[src/rtl/mp8i_parity_gen_if.sv]
// rtl/mp8i_parity_gen_if.sv - MB/MA datapath and IOT bus bundle for the parity generator/checker
interface mp8i_parity_gen_if #(
    parameter int CNT_W = 4
);
    logic             enable;
    logic [11:0]      mb;
    logic [11:0]      ma;
    logic             wr_strobe;
    logic             rd_strobe;
    logic             mem_par_in;
    logic             iot_smp;
    logic             iot_cmp;
    logic             par_out;
    logic             par_valid;
    logic             chk_done;
    logic             par_err;
    logic [11:0]      err_addr;
    logic [CNT_W-1:0] err_cnt;
    logic             int_rq;
    logic             skip;

    // Drives the memory/IOT side: strobes, data words and IOT pulses.
    modport master (
        output enable, mb, ma, wr_strobe, rd_strobe, mem_par_in, iot_smp, iot_cmp,
        input  par_out, par_valid, chk_done, par_err, err_addr, err_cnt, int_rq, skip
    );

    modport slave (
        input  enable, mb, ma, wr_strobe, rd_strobe, mem_par_in, iot_smp, iot_cmp,
        output par_out, par_valid, chk_done, par_err, err_addr, err_cnt, int_rq, skip
    );
endinterface

[src/rtl/mp8i_parity_gen.sv]
// rtl/mp8i_parity_gen.sv - memory parity generator on writes, checker with sticky error/IRQ on reads
module mp8i_parity_gen #(
    parameter bit ODD   = 1'b1,
    parameter int CNT_W = 4
) (
    input  logic                clk,
    input  logic                rst_n,
    mp8i_parity_gen_if.slave    bus
);

    typedef enum logic [1:0] {
        S_IDLE = 2'd0,
        S_WGEN = 2'd1,
        S_RCHK = 2'd2
    } state_t;

    localparam logic [CNT_W-1:0] CNT_MAX = '1;

    state_t           state_q, state_d;
    logic             par_out_q, par_out_d;
    logic             par_valid_q, par_valid_d;
    logic             chk_done_q, chk_done_d;
    logic             par_err_q, par_err_d;
    logic [11:0]      err_addr_q, err_addr_d;
    logic [CNT_W-1:0] err_cnt_q, err_cnt_d;
    logic             skip_q, skip_d;
    logic [11:0]      hold_mb_q, hold_mb_d;
    logic [11:0]      hold_ma_q, hold_ma_d;
    logic             hold_par_q, hold_par_d;
    logic             mismatch;

    function automatic logic parity_of(input logic [11:0] w);
        return (^w) ^ ODD;
    endfunction

    // Only a read being checked this cycle with checking enabled can flag.
    assign mismatch = (state_q == S_RCHK) && bus.enable
                      && (parity_of(hold_mb_q) != hold_par_q);

    always_ff @(posedge clk or negedge rst_n) begin
        if (!rst_n) begin
            state_q     <= S_IDLE;
            par_out_q   <= 1'b0;
            par_valid_q <= 1'b0;
            chk_done_q  <= 1'b0;
            par_err_q   <= 1'b0;
            err_addr_q  <= '0;
            err_cnt_q   <= '0;
            skip_q      <= 1'b0;
            hold_mb_q   <= '0;
            hold_ma_q   <= '0;
            hold_par_q  <= 1'b0;
        end else begin
            state_q     <= state_d;
            par_out_q   <= par_out_d;
            par_valid_q <= par_valid_d;
            chk_done_q  <= chk_done_d;
            par_err_q   <= par_err_d;
            err_addr_q  <= err_addr_d;
            err_cnt_q   <= err_cnt_d;
            skip_q      <= skip_d;
            hold_mb_q   <= hold_mb_d;
            hold_ma_q   <= hold_ma_d;
            hold_par_q  <= hold_par_d;
        end
    end

    always_comb begin
        state_d     = state_q;
        par_out_d   = par_out_q;
        par_valid_d = 1'b0;
        chk_done_d  = 1'b0;
        hold_mb_d   = hold_mb_q;
        hold_ma_d   = hold_ma_q;
        hold_par_d  = hold_par_q;

        case (state_q)
            S_IDLE: begin
                if (bus.wr_strobe) begin
                    par_out_d   = parity_of(bus.mb);
                    par_valid_d = 1'b1;
                    state_d     = S_WGEN;
                end else if (bus.rd_strobe) begin
                    hold_mb_d  = bus.mb;
                    hold_ma_d  = bus.ma;
                    hold_par_d = bus.mem_par_in;
                    state_d    = S_RCHK;
                end
            end
            S_WGEN: begin
                state_d = S_IDLE;
            end
            S_RCHK: begin
                chk_done_d = 1'b1;
                state_d    = S_IDLE;
            end
            default: begin
                state_d = S_IDLE;
            end
        endcase
    end

    // Error bookkeeping: a new error overrides a coincident clear, and the
    // address is recorded only when the flag is (re)armed by this error.
    always_comb begin
        par_err_d  = par_err_q;
        err_addr_d = err_addr_q;
        err_cnt_d  = err_cnt_q;

        if (bus.iot_cmp) begin
            par_err_d = 1'b0;
        end

        if (mismatch) begin
            if (!par_err_q || bus.iot_cmp) begin
                err_addr_d = hold_ma_q;
            end
            par_err_d = 1'b1;
            if (err_cnt_q != CNT_MAX) begin
                err_cnt_d = err_cnt_q + 1'b1;
            end
        end
    end

    always_comb begin
        skip_d = bus.iot_smp && !par_err_q;
    end

    assign bus.par_out   = par_out_q;
    assign bus.par_valid = par_valid_q;
    assign bus.chk_done  = chk_done_q;
    assign bus.par_err   = par_err_q;
    assign bus.err_addr  = err_addr_q;
    assign bus.err_cnt   = err_cnt_q;
    assign bus.int_rq    = par_err_q & bus.enable;
    assign bus.skip      = skip_q;

endmodule

[src/flat_wrapper.sv]
// flat-port wrapper written by rule: the top's interface ports become plain ports
module mp8i_parity_gen_flat 
#(
    parameter bit ODD   = 1'b1,
    parameter int CNT_W = 4
)
  (clk, rst_n, bus_enable, bus_mb, bus_ma, bus_wr_strobe, bus_rd_strobe, bus_mem_par_in, bus_iot_smp, bus_iot_cmp, bus_par_out, bus_par_valid, bus_chk_done, bus_par_err, bus_err_addr, bus_err_cnt, bus_int_rq, bus_skip);
  mp8i_parity_gen_if #(.CNT_W(CNT_W)) bus_i ();
  input  logic clk;
  input  logic rst_n;
  input wire logic [$bits(bus_i.enable)-1:0] bus_enable;
  input wire logic [$bits(bus_i.mb)-1:0] bus_mb;
  input wire logic [$bits(bus_i.ma)-1:0] bus_ma;
  input wire logic [$bits(bus_i.wr_strobe)-1:0] bus_wr_strobe;
  input wire logic [$bits(bus_i.rd_strobe)-1:0] bus_rd_strobe;
  input wire logic [$bits(bus_i.mem_par_in)-1:0] bus_mem_par_in;
  input wire logic [$bits(bus_i.iot_smp)-1:0] bus_iot_smp;
  input wire logic [$bits(bus_i.iot_cmp)-1:0] bus_iot_cmp;
  output wire logic [$bits(bus_i.par_out)-1:0] bus_par_out;
  output wire logic [$bits(bus_i.par_valid)-1:0] bus_par_valid;
  output wire logic [$bits(bus_i.chk_done)-1:0] bus_chk_done;
  output wire logic [$bits(bus_i.par_err)-1:0] bus_par_err;
  output wire logic [$bits(bus_i.err_addr)-1:0] bus_err_addr;
  output wire logic [$bits(bus_i.err_cnt)-1:0] bus_err_cnt;
  output wire logic [$bits(bus_i.int_rq)-1:0] bus_int_rq;
  output wire logic [$bits(bus_i.skip)-1:0] bus_skip;
  assign bus_i.enable = bus_enable;
  assign bus_i.mb = bus_mb;
  assign bus_i.ma = bus_ma;
  assign bus_i.wr_strobe = bus_wr_strobe;
  assign bus_i.rd_strobe = bus_rd_strobe;
  assign bus_i.mem_par_in = bus_mem_par_in;
  assign bus_i.iot_smp = bus_iot_smp;
  assign bus_i.iot_cmp = bus_iot_cmp;
  assign bus_par_out = bus_i.par_out;
  assign bus_par_valid = bus_i.par_valid;
  assign bus_chk_done = bus_i.chk_done;
  assign bus_par_err = bus_i.par_err;
  assign bus_err_addr = bus_i.err_addr;
  assign bus_err_cnt = bus_i.err_cnt;
  assign bus_int_rq = bus_i.int_rq;
  assign bus_skip = bus_i.skip;
  mp8i_parity_gen #(.ODD(ODD), .CNT_W(CNT_W)) u_core (.clk(clk), .rst_n(rst_n), .bus(bus_i));
endmodule
[config.mk]
export PLATFORM = sky130hd
export DESIGN_NAME = mp8i_parity_gen_flat
export DESIGN_NICKNAME = d
export VERILOG_FILES = /design/src/rtl/mp8i_parity_gen_if.sv /design/src/rtl/mp8i_parity_gen.sv /design/src/flat_wrapper.sv
export SDC_FILE = /design/constraint.sdc
export NUM_CORES = 1
export LEC_CHECK = 0
export ABC_AREA = 1
export CORE_MARGIN = 1
export CORE_UTILIZATION = 65
export DETAILED_ROUTE_END_ITERATION = 8
export DONT_BUFFER_PORTS = 1
export PLACE_DENSITY = 0.81
export SYNTH_ARGS = -nofsm -noshare
export SYNTH_HDL_FRONTEND = slang
export SYNTH_SLANG_ARGS = --single-unit
[constraint.sdc]
create_clock -name clk -period 4.35 [get_ports clk]
set_input_delay 0.435 -clock clk [delete_from_list [all_inputs] [get_ports clk]]
set_output_delay 0.435 -clock clk [all_outputs]
set_load 0.05 [all_outputs]
==> run_results.csv <==
group,metric,value,unit
sta,maxSlewHeadroom,47.9,%
pwr,p_total,1380,uW
routing,wl_per_cell,12.9,um
synthesis,yosysWarnings,0,
routing,drtAntennaViolNets,0,
routing,wl_met3,278,um
sta,rsz0062_at_grt,"no",
finish,antenna_cells,0,
floorplanning,pin_count,54,
clock_tree,path_clk_slew,0.15,ns
synthesis,synth_edf_count,0,
synthesis,syn_inst,282,
global_route,grt_pass1_wl,6.53,mm
synthesis,yosys.cell_types.count,19,
job,max-cap-violations,0,
clock_tree,worstSkewPairLatency,0.37,ns
synthesis,synth_top_area_share,52.2,%
pwr,p_leak,0.00131,uW
finish,drive_above_1_share,11.6,%
clock_tree,numCtsBuffers,5,
clock_tree,htreeDepth,2,
place,dpl_cell_area,0.00231,mm^2
floorplanning,core,0.00336,mm^2
floorplanning,dieArea,0.00378,mm^2
clock_tree,clk_path_buf_depth,2,
finish,fill_cells,274,
synthesis,ys_seq_elements,48,
setup_path,crit_type,"register to output pin",
synthesis,yosysTopAreaCell,"dfrtp_1",
routing,dr_wl_met2,2.09,mm
place,hpwl,2.94,mm
sta,fin_crit,1.96,ns
sta,clock_skew,0.0159,ns
synthesis,synthArstFlopShare,100,%
sta,final_max_slew_viol_count,0,
synthesis,seq_area_frac_synth,52.2,%
routing,dr.pass1.iters,5,
place,portBuffers,0,
pwr,power_density,574,mW/mm^2
synthesis,synthTopCellsByArea,"dfrtp_1 (52%), nand2_1 (22%), nand4_1 (4.3%)",
routing,first_iter_violations,121,
clock_tree,post-cts-setup-buffer-count,0,
routing,via_count,1777,
sta,tightest_slew,0.781,ns
synthesis,avgSynthCellArea,8.16,um^2
synthesis,yosys-top-cells-count,"nand2_1 (134), dfrtp_1 (48), inv_1 (16), nand4_1 (16), nand2_2 (13)",
global_route,grt_pass1_vias,1615,
finish,nets,316,
sta,finalCritPeriodShare,45.0,%
routing,routed_via_density,5.38,
global_route,grt_max_degree,49,
clock_tree,cts_tree,"done",
setup_path,critPathArrivalTime,1.52,ns
synthesis,synthFlopType,"dfrtp_1",
status,status,"finished clean",
place,place_inst,320,
finish,fin_util,71.7,%
floorplanning,rows,21,
setup_path,cp-end-kind,"output pin",
setup_path,startpoint_type,"register",
floorplanning,initial_core_util,68.5,%
hold_path,hold_path.class,"input port to register",
finish,fin_cells,330,
synthesis,synth.most_common_cell,"nand2_1",
sta,finalHoldViolCount,0,
clock_tree,cts_root_buf,"clkbuf_4",
routing,routed.top_layer,"met4",
pwr,peakVddDrop,0.000334,V
setup_path,critPathMaxFanout,4,
place,gp_congestion,0.745,
sta,tns,0,ns
clock_tree,cts.sinks,48,
sta,finalSetupViolations,0,
floorplanning,die_y,61.5,um
setup_path,cp_data_required_time,3.91,ns
routing,route.detailed.drc,0,
global_route,grt_usage,24.1,%
global_route,antenna_found_initial,0,
routing,totalWireLength,4.24,mm
synthesis,netlist_area,0.00230,mm^2
finish,final_cell_area,0.00241,mm^2
routing,drt-met1-wl,1.83,mm
floorplanning,die_w,61.5,um
sta,fmax,511,MHz
finish,areaGrowthSynthToFinish,4.78,%
global_route,gr-total-overflow,0,
synthesis,syn_nets,315,
placed cells by master, fill, tap and decap left out:
master	synthesis	routed
dfrtp_1	48	48
dlygate4sd3_1	0	1
xnor2_1	10	10
xor2_1	3	3
clkinv_2	0	2
nand2_1	134	134
nand2_4	1	1
clkbuf_8	0	1
nand4_1	16	16
nand3_1	8	8
clkbuf_4	0	5
inv_1	16	16
inv_2	8	8
nand2_2	13	13
ha_1	1	1
buf_16	0	1
nor2_1	3	3
nor3b_4	1	1
o21ai_0	11	11
nand3_4	1	1
worst paths after layout:
check                                           startpoint                                end  slack, ns  cells after the start
max                         u_core.bus.par_err$_DFFE_PN0P_                         bus_int_rq       2.39                      2
min                                            bus_iot_smp          u_core.bus.skip$_DFF_PN0_       0.15                      2
max reg2reg                  u_core.state_q[0]$_DFFE_PN0P_   u_core.hold_mb_q[10]$_DFFE_PN0P_       2.40                      4
min reg2reg                u_core.hold_ma_q[9]$_DFFE_PN0P_    u_core.hold_ma_q[9]$_DFFE_PN0P_       0.50                      2
max in group asynchronous                            rst_n  u_core.bus.err_cnt[2]$_DFFE_PN0P_       3.56                      2
min in group asynchronous                            rst_n    u_core.hold_ma_q[0]$_DFFE_PN0P_       0.57                      2
registers in the layout, indices dropped and copies added (netlist names):
| signal | cells |
|---|---|
| u_core.hold_mb_q | 12 |
| u_core.hold_par_q | 1 |
| u_core.bus.par_out | 1 |
| u_core.bus.chk_done | 1 |
| u_core.bus.err_addr | 12 |
| u_core.hold_ma_q | 12 |
| u_core.state_q | 2 |
| u_core.bus.skip | 1 |
| u_core.bus.par_valid | 1 |
| u_core.bus.par_err | 1 |
| u_core.bus.err_cnt | 4 |
final cells by class:
class | count | area, um^2 | area share (%)
Multi-Input combinational cell | 202 | 965 | 40.0
Timing Repair Buffer | 2 | 37.5 | 1.56
Sequential cell | 48 | 1200 | 49.8
Clock inverter | 2 | 10.0 | 0.415
Inverter | 24 | 90.1 | 3.73
Clock buffer | 6 | 51.3 | 2.13
Tap cell | 46 | 57.6 | 2.39
logic make-up after synthesis:
family	count (synthesis)	synth area share, %
and+or+nand+nor	177	34.0
DFF	48	52.2
buffers and inverters	32	5.92
xor gates and xnor gates	13	4.95
AOI/OAI and AO/OA	11	2.39
adders and majority gates	1	0.543
per-layer routing:
metal	track usage [%]	vias up
met5	0	-
met4	10.8	0
met3	6.93	5
met2	39.8	43
met1	29.3	848
li1	-	881
critical path, cell delays in order, from the launching register on:
cell,delay (ns)
dfrtp_1,0.70
nand2_1,0.11
inv_1,0.34
stage by stage:
stage          hold WS (ns)  setup WS [ns]
2_1_floorplan         0.139           2.86
3_3_place_gp          0.141           2.56
3_5_place_dp          0.141           2.47
4_1_cts               0.143           2.39
5_1_grt               0.152           2.16
6_report              0.149           2.39
where the power goes:
group          total [uW]  switching, uW  internal (uW)
registers             842            293            548
logic                 326            208            119
clock network         216            139           77.2
total                1380            640            744
what timing repair did:
action                    4_1_cts  5_1_grt
resized for setup               0        0
hold buffers                    2        0
hold endpoints to repair       48        0
Power figures use the tool's default switching activity.
